<file path="src/rtl/ctrl_fsm_v2.sv">
// ctrl_fsm_v2: instruction control FSM sequencing ALU, register file, instruction pointer, qclk and pulse strobe,
// with fproc/sync handshakes, wait-state timeout, halt and sticky error trapping.
module ctrl_fsm_v2 #(
    parameter int OPCODE_W   = 8,
    parameter int ALU_OP_W   = 3,
    parameter int TIMEOUT_W  = 16,
    parameter int TIMEOUT_EN = 1
) (
    input  logic                 clk,
    input  logic                 reset,
    input  logic [OPCODE_W-1:0]  opcode,
    input  logic                 cstrobe_in,
    input  logic                 fproc_valid,
    input  logic                 sync_enable,
    input  logic [TIMEOUT_W-1:0] timeout_limit,
    output logic [ALU_OP_W-1:0]  alu_opcode,
    output logic                 alu_in0_sel,
    output logic [1:0]           alu_in1_sel,
    output logic                 c_strobe_enable,
    output logic                 reg_write_en,
    output logic                 instr_ptr_en,
    output logic [1:0]           instr_ptr_load_en,
    output logic                 qclk_load_en,
    output logic                 fproc_out_ready,
    output logic                 sync_out_ready,
    output logic                 done,
    output logic                 err,
    output logic [2:0]           state_out
);
    localparam int CW = OPCODE_W - ALU_OP_W;
    localparam logic [CW-1:0] C_PULSE_I     = CW'(5'b00001);
    localparam logic [CW-1:0] C_REG_I_ALU   = CW'(5'b00010);
    localparam logic [CW-1:0] C_REG_ALU     = CW'(5'b00011);
    localparam logic [CW-1:0] C_JUMP_I      = CW'(5'b00100);
    localparam logic [CW-1:0] C_JUMP_COND_I = CW'(5'b00101);
    localparam logic [CW-1:0] C_JUMP_COND   = CW'(5'b00110);
    localparam logic [CW-1:0] C_INC_QCLK    = CW'(5'b01000);
    localparam logic [CW-1:0] C_INC_QCLK_I  = CW'(5'b01001);
    localparam logic [CW-1:0] C_SYNC        = CW'(5'b01010);
    localparam logic [CW-1:0] C_FPROC       = CW'(5'b01011);
    localparam logic [CW-1:0] C_DONE        = CW'(5'b01100);
    localparam logic [2:0] S_INIT       = 3'd0;
    localparam logic [2:0] S_ALU_PROC   = 3'd1;
    localparam logic [2:0] S_JUMP_COND  = 3'd2;
    localparam logic [2:0] S_INC_QCLK   = 3'd3;
    localparam logic [2:0] S_FPROC_WAIT = 3'd4;
    localparam logic [2:0] S_SYNC_WAIT  = 3'd5;
    localparam logic [2:0] S_HALT       = 3'd6;
    localparam logic [2:0] S_ERR        = 3'd7;

    logic [2:0]           state, nxt;
    logic [TIMEOUT_W-1:0] cnt;
    logic [CW-1:0]        cls;
    logic                 waiting, timed_out;

    assign cls        = opcode[OPCODE_W-1:ALU_OP_W];
    assign alu_opcode = opcode[ALU_OP_W-1:0];
    assign state_out  = state;
    assign done       = state == S_HALT;
    assign err        = state == S_ERR;
    assign waiting    = state == S_FPROC_WAIT || state == S_SYNC_WAIT;
    // cnt holds the number of wait cycles already elapsed, so the limit is hit on the cycle it would reach it
    assign timed_out  = TIMEOUT_EN != 0 && |timeout_limit &&
                        ({1'b0, cnt} + (TIMEOUT_W+1)'(1)) >= {1'b0, timeout_limit};

    always_ff @(posedge clk) begin
        if (reset) begin
            state <= S_INIT;
            cnt   <= '0;
        end else begin
            state <= nxt;
            cnt   <= waiting ? (&cnt ? cnt : cnt + TIMEOUT_W'(1)) : '0;
        end
    end

    always_comb begin
        nxt               = state;
        alu_in0_sel       = 1'b0;
        alu_in1_sel       = 2'd0;
        c_strobe_enable   = 1'b0;
        reg_write_en      = 1'b0;
        instr_ptr_en      = 1'b0;
        instr_ptr_load_en = 2'd0;
        qclk_load_en      = 1'b0;
        fproc_out_ready   = 1'b0;
        sync_out_ready    = 1'b0;
        case (state)
            S_INIT: begin
                case (cls)
                    C_PULSE_I: begin
                        c_strobe_enable = 1'b1;
                        instr_ptr_en    = cstrobe_in;
                    end
                    C_REG_I_ALU: nxt = S_ALU_PROC;
                    C_REG_ALU: begin
                        nxt         = S_ALU_PROC;
                        alu_in0_sel = 1'b1;
                    end
                    C_JUMP_I: begin
                        instr_ptr_en      = 1'b1;
                        instr_ptr_load_en = 2'd1;
                    end
                    C_JUMP_COND_I: nxt = S_JUMP_COND;
                    C_JUMP_COND: begin
                        nxt         = S_JUMP_COND;
                        alu_in0_sel = 1'b1;
                    end
                    C_INC_QCLK: begin
                        nxt         = S_INC_QCLK;
                        alu_in0_sel = 1'b1;
                        alu_in1_sel = 2'd1;
                    end
                    C_INC_QCLK_I: begin
                        nxt         = S_INC_QCLK;
                        alu_in1_sel = 2'd1;
                    end
                    C_SYNC: begin
                        nxt            = S_SYNC_WAIT;
                        sync_out_ready = 1'b1;
                    end
                    C_FPROC: begin
                        nxt             = S_FPROC_WAIT;
                        fproc_out_ready = 1'b1;
                    end
                    C_DONE: nxt = S_HALT;
                    default: nxt = S_ERR;
                endcase
            end
            S_ALU_PROC: begin
                reg_write_en = 1'b1;
                instr_ptr_en = 1'b1;
                nxt          = S_INIT;
            end
            S_JUMP_COND: begin
                instr_ptr_en      = 1'b1;
                instr_ptr_load_en = 2'd2;
                nxt               = S_INIT;
            end
            S_INC_QCLK: begin
                qclk_load_en = 1'b1;
                instr_ptr_en = 1'b1;
                nxt          = S_INIT;
            end
            S_FPROC_WAIT: begin
                fproc_out_ready = 1'b1;
                alu_in0_sel     = 1'b1;
                alu_in1_sel     = 2'd2;
                reg_write_en    = fproc_valid;
                instr_ptr_en    = fproc_valid;
                nxt             = fproc_valid ? S_INIT : timed_out ? S_ERR : S_FPROC_WAIT;
            end
            S_SYNC_WAIT: begin
                sync_out_ready = 1'b1;
                instr_ptr_en   = sync_enable;
                nxt            = sync_enable ? S_INIT : timed_out ? S_ERR : S_SYNC_WAIT;
            end
            default: nxt = state;
        endcase
    end
endmodule

</file>
<file path="config.mk">
export PLATFORM = sky130hd
export DESIGN_NAME = ctrl_fsm_v2
export DESIGN_NICKNAME = d
export VERILOG_FILES = /design/src/rtl/ctrl_fsm_v2.sv
export SDC_FILE = /design/constraint.sdc
export NUM_CORES = 1
export LEC_CHECK = 0
export CAP_MARGIN = 0
export CORE_MARGIN = 2
export CORE_UTILIZATION = 47
export CTS_BUF_LIST = sky130_fd_sc_hd__clkbuf_2
export DETAILED_ROUTE_END_ITERATION = 7
export PLACE_DENSITY_LB_ADDON = 0.25
export SYNTH_ARGS = -nofsm -noshare
export SYNTH_HDL_FRONTEND = slang
export SYNTH_SLANG_ARGS = --single-unit
</file>
<file path="constraint.sdc">
create_clock -name clk -period 5.5 [get_ports clk]
set_input_delay 0.825 -clock clk [delete_from_list [all_inputs] [get_ports clk]]
set_output_delay 0.825 -clock clk [all_outputs]
set_load 0.05 [all_outputs]
</file>
==> qor.yml <==
cts_tree: "yes"
synth_cells: 237
grt_pass1_vias: 1596
rsz0062_at_grt: "no"
finClkSkew_ns: 0.000812
worst_path_max_delay_cell: "clkdlybuf4s50_1"
root_buffer: "clkbuf_2"
cts_buffers: 3
finalSetupTns_ns: 0
crit_type: "primary input to primary output"
fin_crit_sh_pct: 78.5
drive_gt1_share_pct: 4.07
slowest_delay_ns: 0.82
start_util_pct: 50.1
syn2layout_area_growth_pct: 24.8
core_mm2: 0.00342
antenna_found_initial: 0
syn_area_mm2: 0.00171
finalWirelength_mm: 4.01
synth_enable_flop_cells: 0
final_common_cell: "clkdlybuf4s50_1"
finalPower_uw: 634
async_reset_ff_share_pct: 0
diodes: 0
hold_viol_final: 0
die_area_mm2: 0.00414
crit_top_cell: "clkdlybuf4s50_1"
synth_flop_cell: "dfxtp_1"
end_kind: "primary output"
cts_resized: 0
setup_viol: 0
hold_buffers: 0
worst_pin_slew_ns: 0.706
min_period_ns: 4.32
post-dp-hpwl_mm: 3.15
grt_pass1_wl_mm: 7.05
fin_nets: 317
final_area_mm2: 0.00214
placed_cell_area_mm2: 0.00212
die_h_um: 64.3
ctsLongestPathBuffers: 2
slew_viol_final: 0
die_width_um: 64.3
nFillCells: 346
grt_overflow_total: 0
final_cell_mix: "clkdlybuf4s50_1, inv_1, a21oi_1"
fmax_ghz: 0.232
power_density_mw_per_mm2: 297
clock-sinks: 19
vias_per_cell: 5.39
htreeDepth: 1
drc_errors: 0
cap_violations: 0
multi_input_area_mm2: 0.00113
place.gp.congestion: 0.809
worst_slack_ns: 1.18
start_kind: "primary input"
status: "complete, no violations"
routedWlPerCell_um: 12.7
drtIter0Drc: 120
ys_seq_area_share_pct: 22.2
ys.warnings.count: 0
clkTransAtPathRegs_ns: 0.19
vdd_drop_max_v: 0.000119
final_core_util_pct: 62.5
seq_area_um2: 380
route.vias.total: 1702
dpl_worst_slack_ns: 1.20
required_ns: 4.68
max_slew_margin_pct: 52.8
p_leak_uw: 0.000976
ant_nets: 0
ys_ff_latch: 19
synth_area_leaders: "dfxtp_1, ha_1, inv_1"
grt_util_all_layers_pct: 21.3
path_cells: "clkdlybuf4s50_1 -> or4_4 -> or3_4 -> nor3b_2 -> nor2_1 -> o211ai_1 -> clkdlybuf4s50_1"
cp_max_fo: 11
grt_max_degree: 19
synth_top_area_share_pct: 22.2
synth.avg_cell_area_um2: 7.22
cts_setup_buffers: 0
first_pass_iters: 4
hp-class: "flop to flop"
rows: 21
synth_area_leader_cell: "dfxtp_1"
cp.arrival_ns: 3.49
synth_nets: 283
ioPinCount: 48
io_buffers: 41
insertion_delay_ns: 0.34
ys_types: 40
==> area by class of cell <==
type                    instances  area share [%]
clock inverters                 1           0.234
well taps                      46            2.69
inverters                      36            6.33
clock buffers                   3           0.703
flip-flops and latches         19            17.8
multi-input cells             170            53.0
repair buffers                 41            19.2
==> stage by stage <==
stage               hold slack (ns)  cells
finish                        0.562    316
global route                  0.587    316
global placement              0.523    312
CTS                           0.563    316
detailed placement            0.534    312
floorplan                     0.504    237
==> logic make-up (layout without fill, tap and decap cells) <==
logic type	Yosys count	in the layout	share of synthesized area (%)
flops	19	19	22.2
compound gates	48	48	16.9
mux	2	2	1.17
buf+inv	48	81	11.6
simple gates	85	85	26.5
xor+xnor	18	18	9.21
fa+ha+maj	17	17	12.4
==> critical path, delay by kind of cell <==
family          cells  cell delay, ns
compound gates      1            0.08
simple gates        4            1.14
buf+inv             2            1.43
==> report_power, final <==
| group | switching (uW) | internal, uW |
|---|---|---|
| clock network | 49.1 | 16.4 |
| registers | 42.6 | 150 |
| logic | 234 | 142 |
==> routing by layer <==
| metal | vias to the layer above | global-route usage (%) | part of all wire [%] |
|---|---|---|---|
| met4 | 0 | 7.45 | 1.3 |
| li1 | 882 | - | - |
| met5 | - | 0 | 0 |
| met3 | 5 | 2.82 | 5.0 |
| met1 | 774 | 29.3 | 49 |
| met2 | 41 | 34.0 | 44 |
==> synthesized netlist by cell type (4+ instances only) <==
master / count
nand4_1: 4
nand2b_1: 4
nand3_1: 8
nor2_1: 21
dfxtp_1: 19
nor3_1: 9
a21oi_1: 22
xor2_1: 8
clkbuf_1: 8
inv_1: 36
nor4_1: 8
nand2_1: 16
xnor2_1: 10
ha_1: 17
o21ai_0: 9
==> registers in the layout, summed over array words and instances (netlist names) <==
signal / flops
cnt: 16
state_out: 3
==> path summary, 6_finish.rpt <==
check	startpoint	endpoint	slack, ns	cells past startpoint
max	opcode[4]	instr_ptr_en	1.18	7
min	cnt[14]$_SDFFE_PP0P_	cnt[14]$_SDFFE_PP0P_	0.56	2
max reg2reg	cnt[0]$_SDFFE_PP0P_	state_out[0]$_SDFFE_PP0P_	2.33	11
min reg2reg	cnt[14]$_SDFFE_PP0P_	cnt[14]$_SDFFE_PP0P_	0.56	2
(Power assumes the default switching activity.)
